`src/rtl/ex_operand_stage.sv`:
```
// ID/EX pipeline register with operand forwarding.
// Captures the decoded instruction on each clock edge (unless stalled or
// flushed) and presents ALU operands, resolving data hazards against the
// MEM and WB stages combinationally from the registered source indices.
module ex_operand_stage #(
  parameter int DATA_WIDTH     = 32,
  parameter int OPCODE_LENGTH  = 4,
  parameter int REG_ADDR_WIDTH = 5
) (
  input  logic                      clk,
  input  logic                      reset,
  input  logic                      id_valid,
  input  logic [DATA_WIDTH-1:0]     id_rs1_data,
  input  logic [DATA_WIDTH-1:0]     id_rs2_data,
  input  logic [DATA_WIDTH-1:0]     id_imm,
  input  logic [REG_ADDR_WIDTH-1:0] id_rs1_addr,
  input  logic [REG_ADDR_WIDTH-1:0] id_rs2_addr,
  input  logic [REG_ADDR_WIDTH-1:0] id_rd_addr,
  input  logic [OPCODE_LENGTH-1:0]  id_alu_op,
  input  logic                      id_alu_src,
  input  logic                      id_reg_write,
  input  logic                      stall,
  input  logic                      flush,
  input  logic                      mem_reg_write,
  input  logic [REG_ADDR_WIDTH-1:0] mem_rd_addr,
  input  logic [DATA_WIDTH-1:0]     mem_result,
  input  logic                      wb_reg_write,
  input  logic [REG_ADDR_WIDTH-1:0] wb_rd_addr,
  input  logic [DATA_WIDTH-1:0]     wb_result,
  output logic [DATA_WIDTH-1:0]     SrcA,
  output logic [DATA_WIDTH-1:0]     SrcB,
  output logic [OPCODE_LENGTH-1:0]  Operation,
  output logic                      ex_valid,
  output logic                      ex_reg_write,
  output logic [REG_ADDR_WIDTH-1:0] ex_rd_addr,
  output logic [DATA_WIDTH-1:0]     ex_store_data
);

  logic                      valid_q;
  logic [DATA_WIDTH-1:0]     rs1_data_q;
  logic [DATA_WIDTH-1:0]     rs2_data_q;
  logic [DATA_WIDTH-1:0]     imm_q;
  logic [REG_ADDR_WIDTH-1:0] rs1_addr_q;
  logic [REG_ADDR_WIDTH-1:0] rs2_addr_q;
  logic [REG_ADDR_WIDTH-1:0] rd_addr_q;
  logic [OPCODE_LENGTH-1:0]  alu_op_q;
  logic                      alu_src_q;
  logic                      reg_write_q;

  logic [DATA_WIDTH-1:0]     fwd_rs1;
  logic [DATA_WIDTH-1:0]     fwd_rs2;

  // ID/EX register: reset clears everything, flush kills the slot even while
  // stalled, stall freezes it, otherwise the decoded instruction is captured.
  // Write-enable is qualified by valid so a bubble can never write back.
  always_ff @(posedge clk) begin
    if (reset) begin
      valid_q     <= 1'b0;
      rs1_data_q  <= '0;
      rs2_data_q  <= '0;
      imm_q       <= '0;
      rs1_addr_q  <= '0;
      rs2_addr_q  <= '0;
      rd_addr_q   <= '0;
      alu_op_q    <= '0;
      alu_src_q   <= 1'b0;
      reg_write_q <= 1'b0;
    end else if (flush) begin
      valid_q     <= 1'b0;
      reg_write_q <= 1'b0;
    end else if (!stall) begin
      valid_q     <= id_valid;
      rs1_data_q  <= id_rs1_data;
      rs2_data_q  <= id_rs2_data;
      imm_q       <= id_imm;
      rs1_addr_q  <= id_rs1_addr;
      rs2_addr_q  <= id_rs2_addr;
      rd_addr_q   <= id_rd_addr;
      alu_op_q    <= id_alu_op;
      alu_src_q   <= id_alu_src;
      reg_write_q <= id_reg_write & id_valid;
    end
  end

  // Forwarding: the younger MEM result wins over WB; register 0 is hardwired
  // so it is never forwarded. Evaluated every cycle, including while stalled.
  always_comb begin
    fwd_rs1 = rs1_data_q;
    if (mem_reg_write && (mem_rd_addr == rs1_addr_q) && (rs1_addr_q != '0))
      fwd_rs1 = mem_result;
    else if (wb_reg_write && (wb_rd_addr == rs1_addr_q) && (rs1_addr_q != '0))
      fwd_rs1 = wb_result;

    fwd_rs2 = rs2_data_q;
    if (mem_reg_write && (mem_rd_addr == rs2_addr_q) && (rs2_addr_q != '0))
      fwd_rs2 = mem_result;
    else if (wb_reg_write && (wb_rd_addr == rs2_addr_q) && (rs2_addr_q != '0))
      fwd_rs2 = wb_result;
  end

  // Output mux: immediate replaces rs2 for SrcB, store data always takes the
  // forwarded rs2, and an invalid slot presents the benign AND opcode.
  always_comb begin
    SrcA          = fwd_rs1;
    SrcB          = alu_src_q ? imm_q : fwd_rs2;
    ex_store_data = fwd_rs2;
    Operation     = valid_q ? alu_op_q : '0;
    ex_valid      = valid_q;
    ex_reg_write  = reg_write_q;
    ex_rd_addr    = rd_addr_q;
  end

endmodule

```
`config.mk`:
```
export PLATFORM = sky130hd
export DESIGN_NAME = ex_operand_stage
export DESIGN_NICKNAME = d
export VERILOG_FILES = /design/src/rtl/ex_operand_stage.sv
export SDC_FILE = /design/constraint.sdc
export NUM_CORES = 1
export LEC_CHECK = 0
export BUFFER_PORTS_ARGS = -buffer_cell sky130_fd_sc_hd__buf_2
export CAP_MARGIN = 25
export CORE_MARGIN = 1
export CORE_UTILIZATION = 49
export CTS_CLUSTER_DIAMETER = 40
export DETAILED_ROUTE_END_ITERATION = 16
export GPL_TIMING_DRIVEN = 0
export PLACE_DENSITY = 0.82
export SLEW_MARGIN = 20
export SYNTH_ARGS = -nofsm -noshare
export SYNTH_HDL_FRONTEND = slang
export SYNTH_SLANG_ARGS = --single-unit
```
`constraint.sdc`:
```
create_clock -name clk -period 3.3 [get_ports clk]
set_input_delay 0.99 -clock clk [delete_from_list [all_inputs] [get_ports clk]]
set_output_delay 0.99 -clock clk [all_outputs]
set_load 0.1 [all_outputs]
```
==> flow_summary.yaml, run 1 <==
logic_synthesis:
  ys_seq_elements: 118
  yosys_warnings: 0
  syn_area_sq_um: 7200
  seq_area_frac_synth: 0.328
  synth_nets: 1214
  yosysUniqueCellTypes: 37
  syn_inst: 1016
  syn_area_per_cell_sq_um: 7.09
cts:
  cts_hold_buf: 0
  cts_made_buffers: 17
  cts_buffer_depth: 2
  post_cts_resized: 728
  h-tree-depth: 4
  cts_num_sinks: 118
  cts_setup_buffers: 26
  cts-root-buf: "clkbuf_16"
floorplanning:
  dieWidth_um: 123
  start_util: 0.511
  die_h_um: 123
  row_count: 43
  ios: 305
run_status:
  stop_error: "[ERROR DPL-0038] Utilization greater than 100%, impossible to legalize"
  outcome: "aborted with a tool error"
  stop_stage: "clock tree synthesis (4_1_cts)"
place:
  numPlacedInstances: 1499
  place_congestion: 0.899
  hpwl_um: 24400
  io_buffers: 303
per-stage QoR:
step	hold slack [ns]	worst slack, ns	instance area (sq um)
after detailed placement	0.444	-1.03	10600
after floorplan	0.432	-0.436	8900
after global placement	0.439	-1.03	10600
Yosys cell counts, drive strengths merged:
| cell type | count | area [sq um] |
|---|---|---|
| o31ai | 32 | 240 |
| nor4 | 33 | 213 |
| a22oi | 1 | 7.51 |
| nor3 | 34 | 170 |
| nand4 | 2 | 12.5 |
| and3 | 1 | 6.26 |
| a41o | 32 | 320 |
| a31oi | 97 | 613 |
| and2 | 5 | 31.3 |
| dfxtp | 118 | 2360 |
| or4 | 1 | 11.3 |
| or2 | 4 | 25.0 |
| clkbuf | 81 | 304 |
| nor2b | 33 | 206 |
| a21oi | 117 | 586 |
| o21a | 2 | 22.5 |
| nand3 | 35 | 180 |
| o211ai | 2 | 25.0 |
| buf | 32 | 178 |
| nand2 | 236 | 886 |
| o211a | 1 | 10.0 |
| or4b | 32 | 339 |
| nor2 | 33 | 124 |
| xnor2 | 18 | 158 |
| and4 | 1 | 8.76 |
| o21ai | 33 | 165 |
cells by family after synthesis:
family | count (synthesis) | synth area share
AOI/OAI and AO/OA | 317 | 0.276
and+or+nand+nor | 450 | 0.307
xor gates and xnor gates | 18 | 0.0219
buffers and inverters | 113 | 0.0669
DFF | 118 | 0.328
==> run 2: changes to the inputs <==
--- a/config.mk
+++ b/config.mk
@@ -8,11 +8,10 @@
 export BUFFER_PORTS_ARGS = -buffer_cell sky130_fd_sc_hd__buf_2
 export CAP_MARGIN = 25
 export CORE_MARGIN = 1
-export CORE_UTILIZATION = 49
-export CTS_CLUSTER_DIAMETER = 40
+export CORE_UTILIZATION = 40
 export DETAILED_ROUTE_END_ITERATION = 16
 export GPL_TIMING_DRIVEN = 0
-export PLACE_DENSITY = 0.82
+export PLACE_DENSITY_LB_ADDON = 0.15
 export SLEW_MARGIN = 20
 export SYNTH_ARGS = -nofsm -noshare
 export SYNTH_HDL_FRONTEND = slang
==> flow_summary.yaml, run 2 <==
run_status:
  outcome: "complete, but fails checks"
  failed_checks: "negative setup slack"
layout:
  fin_cells: 1615
  layout-drive-gt1-share: 0.502
  fillers: 908
  multi_input_area_sq_um: 7070
  syn_to_final_growth_pct: 102
  regArea_sq_um: 2360
  fin_area_sq_um: 14500
  final_common_cell: "nand2_1"
  final_nets: 1573
  largestRegisters: "imm_q (32), rs1_data_q (32), rs2_data_q (32)"
  layout_common_cells: "235 x nand2_1, 202 x buf_2, 117 x a21oi_1"
cts:
  cts_made_buffers: 17
  cts_hold_buf: 0
  clk_latency_ns: 0.43
  cts.clk_slew.worst_paths_ns: 0.06
  h-tree-depth: 4
  tritoncts: "done"
  cts_buffer_depth: 2
  cts_num_sinks: 118
  cts-root-buf: "clkbuf_16"
floorplanning:
  dieWidth_um: 136
  core_region_area_sq_um: 17400
  ios: 305
  row_count: 48
  die_h_um: 136
  start_util: 0.414
  die_area_sq_um: 18600
global_routing:
  grt_pass1_vias: 10082
  grt_antenna_before_repair: 1
  grt_pass1_wl_um: 58600
  grt_max_degree: 17
  grt_overflow: 0
  track_usage: 0.423
job:
  cap_violations: 0
worst_setup_path:
  crit_top_cell: "buf_8"
  critPathKind: "primary input to output port"
  cp_slowest_cell: "o31ai_4"
  critPathMaxFanout: 10
  critPathLaunchType: "primary input"
  required_ns: 2.31
  slowest_delay_ns: 0.46
  crit_buf_inv: 4
  crit_family: "compound AO/OA/AOI/OAI gates"
  critPathArrivalTime_ns: 2.80
  end_kind: "output port"
  path_cells: "buf_8 > or2_4 > o21a_4 > buf_8 > buf_6 > o31ai_4 > a31oi_4 > buf_12"
logic_synthesis:
  yosys_warnings: 0
  synth_nets: 1214
  synth_top_area_frac: 0.328
  syn_area_per_cell_sq_um: 7.09
  async_flop_share: 0
  yosysUniqueCellTypes: 37
  netlist.top_cell.by_area: "dfxtp_1"
  ys.flop_type: "dfxtp_1"
  seq_area_frac_synth: 0.328
  synth_edf_count: 0
  synthTopCellsByCount: "236 x nand2_1, 118 x dfxtp_1, 117 x a21oi_1, 96 x a31oi_1, 81 x clkbuf_1"
  ys_seq_elements: 118
  synthTopCellsByArea: "dfxtp_1 33%, nand2_1 12%, a31oi_1 8.3%"
  syn_area_sq_um: 7200
  syn_inst: 1016
  yosysMostFrequentCell: "nand2_1"
sta:
  setup_viol: 96
  fin_crit_ns: 3.79
  hold_viol: 0
  worst_slack_ns: -0.493
  worst_clock_skew_ns: 0
  finalCritPeriodShare: 1.15
  worst_pin_slew_ns: 0.976
  rsz0062_at_grt: "true"
  slew_headroom: 0.349
  drv_slew: 0
  max_freq_mhz: 264
place:
  dpl_cell_area_sq_um: 10700
  numPlacedInstances: 1545
  hpwl_um: 24600
  io_buffers: 303
  place_congestion: 0.925
power_and_ir_drop:
  leakage_nw: 5.38
  powerDensity_nw_per_um2: 386
  vdd_drop_max_mv: 0.409
detailed_routing:
  drt_iter0_drc: 1189
  wl_per_cell_um: 26.0
  via_per_inst: 6.55
  drc: 0
  ant_nets: 0
  route.vias.total: 10576
  drt_wl_total_um: 42000
  drt_first_pass_iters: 5
min_path:
  hold_path.class: "flip-flop to flip-flop"
[run 2: cell counts after synthesis]
Identical to the previous run, type by type.
[run 2: cell families (layout without fill, tap and decap cells)]
kind of cell,after synthesis,count (layout),share of synthesized area
flip-flops,118,118,0.328
other,0,2,0
AND/OR/NAND/NOR,450,450,0.307
XOR/XNOR,18,18,0.0219
AO/OA/AOI/OAI,317,318,0.276
buffers and inverters,113,484,0.0669
[run 2: what timing repair did]
| item | in CTS | in global routing |
|---|---|---|
| gates resized for setup | 643 | 75 |
| buffers inserted | 25 | 9 |
| pin swaps | 78 | 40 |
| cloned | 9 | 0 |
| endpoints found under the setup margin | 96 | 96 |
[run 2: final cells by class]
class,count,share of cell area
multi-input combinational,786,0.486
timing repair buffer,345,0.244
clock buffer,17,0.0292
sequential,118,0.163
antenna,2,0.000344
clock inverter,15,0.00834
buffer,107,0.0505
tap,225,0.0194
[run 2: through the flow]
step	setup TNS [ns]	hold WS (ns)	total power, mW	setup WS [ns]	utilization
final	-38.17	0.452	5.62	-0.493	0.835
after global placement	-84.47	0.439	3.16	-1.08	0.614
after CTS	-29.88	0.452	5.43	-0.433	0.819
after global routing	-40.15	0.477	5.71	-0.486	0.835
after floorplan	-29.87	0.432	2.76	-0.436	-
after detailed placement	-82.08	0.445	3.17	-1.08	0.615
[run 2: metal layers]
metal,global-route usage,vias to the layer above,part of all wire
met5,0,-,0
met3,0.0824,265,0.11
met1,0.509,4970,0.36
met2,0.670,893,0.45
met4,0.311,0,0.079
li1,-,4448,-
[run 2: worst paths after layout]
check                         startpoint                           to  slack, ns  cells past startpoint
max                        wb_rd_addr[2]            ex_store_data[25]      -0.49                      8
min          rs1_data_q[24]$_SDFFE_PP0P_  rs1_data_q[24]$_SDFFE_PP0P_       0.45                      2
max reg2reg       alu_src_q$_SDFFE_PP0P_       alu_src_q$_SDFFE_PP0P_       1.59                      4
min reg2reg  rs1_data_q[24]$_SDFFE_PP0P_  rs1_data_q[24]$_SDFFE_PP0P_       0.45                      2
[run 2: where the power goes]
part	total, mW	leakage (nW)	internal, mW	switching, mW
clock network	1.78	0.259	0.975	0.805
registers	1.56	0.966	1.49	0.0662
logic	2.28	4.15	0.808	1.47
total	5.62	5.38	3.27	2.34
[run 2: worst register-to-register path: cells and delay by family (launching register included)]
family	cells	cell delay [ns]
buffers and inverters	2	0.88
DFF	1	0.44
and+or+nand+nor	1	0.10
AOI/OAI and AO/OA	1	0.21
Note: power is estimated with default switching activity, not from simulation.
==> run 3: changes to the inputs <==
--- a/config.mk
+++ b/config.mk
@@ -12,6 +12,7 @@
 export DETAILED_ROUTE_END_ITERATION = 16
 export GPL_TIMING_DRIVEN = 0
 export PLACE_DENSITY_LB_ADDON = 0.15
+export RECOVER_POWER = 25
 export SLEW_MARGIN = 20
 export SYNTH_ARGS = -nofsm -noshare
 export SYNTH_HDL_FRONTEND = slang
==> flow_summary.yaml, run 3 (synthesis gave the netlist of run 2 again) <==
worst_setup_path:
  rr_startpoint: "alu_src_q$_SDFFE_PP0P_"
  critPathKind: "primary input to output port"
  critPathMaxFanout: 10
  slowest_delay_ns: 0.43
  r2r_cells: 4
  critPathArrivalTime_ns: 2.81
  required_ns: 2.31
  path_cells: "buf_6 > xnor2_1 > nand2_1 > clkbuf_2 > nor4_2 > a31oi_4 > buf_12"
  end_kind: "output port"
  cp_slowest_cell: "nor4_2"
  reg2reg_to: "alu_src_q$_SDFFE_PP0P_"
  critPathLaunchType: "primary input"
  rrSetupSlack_ns: 1.59
power_and_ir_drop:
  p_int_mw: 3.27
  p_sw_mw: 2.34
  leakage_nw: 5.35
  p_clk_frac: 0.317
  powerDensity_nw_per_um2: 386
  vdd_drop_max_mv: 0.407
  power.share.switching: 0.417
  pwr-share-comb: 0.406
  seq_power_share: 0.277
cts:
  h-tree-depth: 4
  tritoncts: "done"
  clk_latency_ns: 0.43
  cts-root-buf: "clkbuf_16"
  cts.clk_slew.worst_paths_ns: 0.06
  cts_hold_buf: 0
  cts_made_buffers: 17
  cts_num_sinks: 118
  cts_buffer_depth: 2
layout:
  regArea_sq_um: 2360
  final_nets: 1573
  final_common_cell: "nand2_1"
  layout_common_cells: "235 x nand2_1, 195 x buf_2, 117 x a21oi_1"
  layout-drive-gt1-share: 0.497
  fin_cells: 1615
  fillers: 912
  final_util: 0.835
  syn_to_final_growth_pct: 102
  fin_area_sq_um: 14500
  largestRegisters: "imm_q (32), rs1_data_q (32), rs2_data_q (32)"
  multi_input_area_sq_um: 7070
min_path:
  min_to: "rs1_data_q[24]$_SDFFE_PP0P_"
  worstHoldStart: "rs1_data_q[24]$_SDFFE_PP0P_"
  min_path_cells: 2
  hold_path.class: "flip-flop to flip-flop"
run_status:
  outcome: "complete, but fails checks"
  failed_checks: "negative setup slack"
place:
  dpl_cell_area_sq_um: 10700
  hpwl_um: 24600
  place_congestion: 0.925
  numPlacedInstances: 1545
  io_buffers: 303
detailed_routing:
  wl_per_cell_um: 26.0
  route.vias.total: 10563
  drt_first_pass_iters: 8
  via_per_inst: 6.54
  ant_nets: 0
  drt_wl_total_um: 42000
  drt_iter0_drc: 1184
  drc: 0
global_routing:
  grt_overflow: 0
  grt_antenna_before_repair: 1
  grt_max_degree: 17
  grt_pass1_vias: 10082
  track_usage: 0.423
  grt_pass1_wl_um: 58600
floorplanning:
  core_region_area_sq_um: 17400
  dieWidth_um: 136
  die_area_sq_um: 18600
  ios: 305
  row_count: 48
  die_h_um: 136
  start_util: 0.414
sta:
  hold_viol: 0
  slew_headroom: 0.220
  drv_slew: 0
  finalCritPeriodShare: 1.15
  max_freq_mhz: 263
  fin_crit_ns: 3.80
  setup_viol: 96
  rsz0062_at_grt: "true"
  worst_clock_skew_ns: 0
  worst_pin_slew_ns: 1.17
  worst_slack_ns: -0.496
job:
  cap_violations: 0
## run 3: power groups by stage
| stage | Combinational (mW) | Sequential, mW | Clock, mW |
|---|---|---|---|
| final | 2.28 | 1.56 | 1.78 |
| after global routing | 2.33 | 1.56 | 1.82 |
| after CTS | 2.14 | 1.55 | 1.75 |
| after detailed placement | 1.61 | 1.57 | 0 |
| after global placement | 1.60 | 1.56 | 0 |
| after floorplan | 1.19 | 1.57 | 0 |
## run 3: repair_timing
| action | CTS | global route |
|---|---|---|
| endpoints found under the setup margin | 96 | 96 |
| resized for setup | 643 | 75 |
| pin swaps | 78 | 40 |
| gates cloned | 9 | 0 |
| setup buffers | 25 | 9 |
## run 3: metrics by stage
step	power, mW	setup TNS (ns)	hold slack (ns)	setup slack (ns)
after floorplan	2.76	-29.87	0.432	-0.436
after global placement	3.16	-84.47	0.439	-1.08
after detailed placement	3.17	-82.08	0.445	-1.08
after CTS	5.43	-29.88	0.452	-0.433
after global routing	5.71	-40.15	0.478	-0.486
final	5.61	-38.01	0.452	-0.496
## run 3: layer usage
metal  track usage  share of wire  wire, um  vias up
met5             0              0         0        -
met4         0.311          0.077      3230        0
met3        0.0824           0.11      4630      260
met2         0.670           0.46     19200      897
met1         0.509           0.36     15000     4960
li1              -              -         -     4446
## run 3: worst max-delay path by stage
stage,start,end,slack (ns),depth (start not counted)
CTS,wb_rd_addr[2],SrcB[29],-0.43,7
finish,mem_rd_addr[0],ex_store_data[25],-0.50,7
detailed placement,wb_rd_addr[1],ex_store_data[3],-1.08,8
global placement,wb_rd_addr[3],SrcB[3],-1.08,8
floorplan,wb_rd_addr[2],SrcB[27],-0.44,5
global route,wb_rd_addr[2],ex_store_data[2],-0.49,8
## run 3: critical path: cells and delay by family
| family | cells | cell delay, ns |
|---|---|---|
| AND/OR/NAND/NOR | 2 | 0.77 |
| buffers and inverters | 3 | 0.69 |
| XOR/XNOR | 1 | 0.25 |
| AO/OA/AOI/OAI | 1 | 0.10 |
## run 3: area by class of cell
type / instances / area share
Multi-Input combinational cell: 786 / 0.486
Timing Repair Buffer: 345 / 0.243
Sequential cell: 118 / 0.163
Buffer: 107 / 0.0505
Clock buffer: 17 / 0.0293
Tap cell: 225 / 0.0194
Clock inverter: 15 / 0.00835
Antenna cell: 2 / 0.000344
==> run 4: changes to the inputs <==
--- a/config.mk
+++ b/config.mk
@@ -5,6 +5,7 @@
 export SDC_FILE = /design/constraint.sdc
 export NUM_CORES = 1
 export LEC_CHECK = 0
+export ABC_AREA = 1
 export BUFFER_PORTS_ARGS = -buffer_cell sky130_fd_sc_hd__buf_2
 export CAP_MARGIN = 25
 export CORE_MARGIN = 1
==> constraint.sdc (replaced) <==
create_clock -name clk -period 3.8 [get_ports clk]
set_input_delay 1.14 -clock clk [delete_from_list [all_inputs] [get_ports clk]]
set_output_delay 1.14 -clock clk [all_outputs]
set_load 0.1 [all_outputs]
==> flow_summary.yaml, run 4 <==
logic_synthesis:
  async_flop_share: 0
  synth_edf_count: 0
  ys_seq_elements: 118
  synth_top_area_frac: 0.340
  syn_area_per_cell_sq_um: 6.61
  syn_inst: 1052
  syn_area_sq_um: 6950
  ys.flop_type: "dfxtp_1"
  yosys_warnings: 0
  seq_area_frac_synth: 0.340
  synth.mux.area_fraction: 0
  synthTopCellsByArea: "dfxtp_1 34%, nand3_1 9.8%, o21ai_0 8.3%"
  synth-simple-area-share: 0.408
  yosysMostFrequentCell: "nor2_1"
  yosysUniqueCellTypes: 28
  synth_compound_area_frac: 0.143
  synth_nets: 1250
  yosys.area_share.xor_xnor: 0.00504
  synthTopCellsByCount: "150 x nor2_1, 138 x nand2_1, 136 x nand3_1, 118 x dfxtp_1, 116 x o21ai_0"
  synth_top_family_by_area: "simple AND/OR/NAND/NOR gates"
  yosys.area_share.adder: 0
  netlist.top_cell.by_area: "dfxtp_1"
worst_setup_path:
  crit_top_cell: "nand3_1"
  critPathMaxFanout: 10
  cp_slowest_cell: "nor2_4"
  critPathKind: "primary input to output port"
  path_cells: "buf_2 > xnor2_1 > nand3_1 > nor2_4 > nand2_4 > buf_6 > nand3_2 > nand3_1 > nand2_2 > buf_12"
  r2r_cells: 4
  critPathLaunchType: "primary input"
  critPathArrivalTime_ns: 2.68
  required_ns: 2.66
  end_kind: "output port"
  slowest_delay_ns: 0.24
layout:
  final_common_cell: "buf_2"
  largestRegisters: "imm_q (32), rs1_data_q (32), rs2_data_q (32)"
  multi_input_area_sq_um: 4030
  final_nets: 1580
  fillers: 1556
  layout-drive-gt1-share: 0.356
  fin_cells: 1618
  regArea_sq_um: 2360
  layout_common_cells: "210 x buf_2, 150 x nor2_1, 132 x nand3_1"
  fin_area_sq_um: 10600
  syn_to_final_growth_pct: 53.1
detailed_routing:
  met2_length_um: 13500
  drt_wl_total_um: 27600
  via_per_inst: 5.11
  drt_iter0_drc: 552
  wl_per_cell_um: 17.1
  drt_first_pass_iters: 5
  met3_length_um: 1930
  route.vias.total: 8274
  ant_nets: 0
  drc: 0
  highest_layer: "met4"
  wl_met1_um: 11600
sta:
  worst_slack_ns: -0.0185
  slew_headroom: 0.498
  drv_slew: 0
  fin_crit_ns: 3.82
  max_freq_mhz: 262
  hold_viol: 0
  rsz0062_at_grt: "true"
  finalCritPeriodShare: 1.00
  worst_clock_skew_ns: 0
  worst_pin_slew_ns: 0.754
  timing.hold.ws_ns: 0.453
  setup_viol: 1
place:
  dpl_cell_area_sq_um: 8750
  io_buffers: 304
  place_congestion: 0.927
  numPlacedInstances: 1576
  hpwl_um: 20000
  dp_slack_ns: -0.354
power_and_ir_drop:
  powerDensity_nw_per_um2: 441
  leakage_nw: 5.32
  vdd_drop_max_mv: 0.313
  total_power_mw: 4.69
floorplanning:
  die_area_sq_um: 17900
  die_h_um: 134
  start_util: 0.415
  dieWidth_um: 134
  core_region_area_sq_um: 16800
  ios: 305
  row_count: 47
run_status:
  outcome: "complete, but fails checks"
  failed_checks: "negative setup slack"
cts:
  tritoncts: "done"
  h-tree-depth: 4
  cts_hold_buf: 0
  cts.clk_slew.worst_paths_ns: 0.05
  cts_buffer_depth: 2
  cts_made_buffers: 17
  clk_latency_ns: 0.42
  cts-root-buf: "clkbuf_16"
  cts_num_sinks: 118
global_routing:
  grt_overflow: 0
  track_usage: 0.296
  grt_max_degree: 17
  grt_antenna_before_repair: 4
  grt_pass1_vias: 7756
  grt_pass1_wl_um: 40600
job:
  cap_violations: 0
min_path:
  min_path_cells: 2
  hold_path.class: "flip-flop to flip-flop"
-- run 4: cell count changes in the layout (fill, tap and decap cells not counted), moves of 71 or more --
cell	change
o21ai_0	+111
nor2_1	+117
nand3_1	+100
nand2_1	-118
inv_1	+81
a21oi_1	-71
a31oi_4	-97
-- run 4: repair_timing --
| action | CTS | global route |
|---|---|---|
| pin swaps | 5 | 9 |
| endpoints found under the setup margin | 95 | 96 |
| gates resized for setup | 157 | 200 |
| buffers inserted | 7 | 5 |
-- run 4: report_power, final --
| group | total, mW | internal, mW | switching [mW] |
|---|---|---|---|
| Clock | 1.61 | 1.04 | 0.574 |
| Combinational | 1.72 | 0.523 | 1.19 |
| Sequential | 1.36 | 1.32 | 0.0414 |
| Total | 4.69 | 2.88 | 1.81 |
-- run 4: worst paths after layout --
path                                             startpoint                           to  slack, ns
worst min-delay path            rs1_data_q[11]$_SDFFE_PP0P_  rs1_data_q[11]$_SDFFE_PP0P_       0.45
worst min register to register  rs1_data_q[11]$_SDFFE_PP0P_  rs1_data_q[11]$_SDFFE_PP0P_       0.45
worst max register to register       alu_src_q$_SDFFE_PP0P_       alu_src_q$_SDFFE_PP0P_       2.24
worst max-delay path                         mem_rd_addr[2]                     SrcB[14]      -0.02
-- run 4: stage by stage --
step / setup TNS [ns] / util
after floorplan: -15.04 / -
after global placement: -19.53 / 0.522
after detailed placement: -19.16 / 0.522
after CTS: 0 / 0.589
after global routing: -0.893 / 0.635
final: -0.0185 / 0.635
-- run 4: final cells by class --
| type | count | share of cell area |
|---|---|---|
| Multi-Input combinational cell | 766 | 0.378 |
| Sequential cell | 118 | 0.222 |
| Clock inverter | 9 | 0.0120 |
| Tap cell | 220 | 0.0259 |
| Clock buffer | 22 | 0.0427 |
| Inverter | 91 | 0.0321 |
| Antenna cell | 4 | 0.000941 |
| Timing Repair Buffer | 315 | 0.246 |
| Buffer | 73 | 0.0406 |
-- run 4: critical path, delay by kind of cell --
kind	cells	cell delay (ns)
xor+xnor	1	0.15
simple gates	6	0.91
buf+inv	3	0.48
-- run 4: cell families (layout without fill, tap and decap cells) --
group                  after synthesis  count (layout)
AO/OA/AOI/OAI                      197             197
buffers and inverters              168             510
AND/OR/NAND/NOR                    565             565
XOR/XNOR                             4               4
other                                0               4
flip-flops                         118             118
-- run 4: per-layer routing --
layer | vias up | global-route usage
met5 | - | 0
met4 | 0 | 0.103
met3 | 47 | 0.0574
met2 | 358 | 0.495
met1 | 3778 | 0.379
li1 | 4091 | -
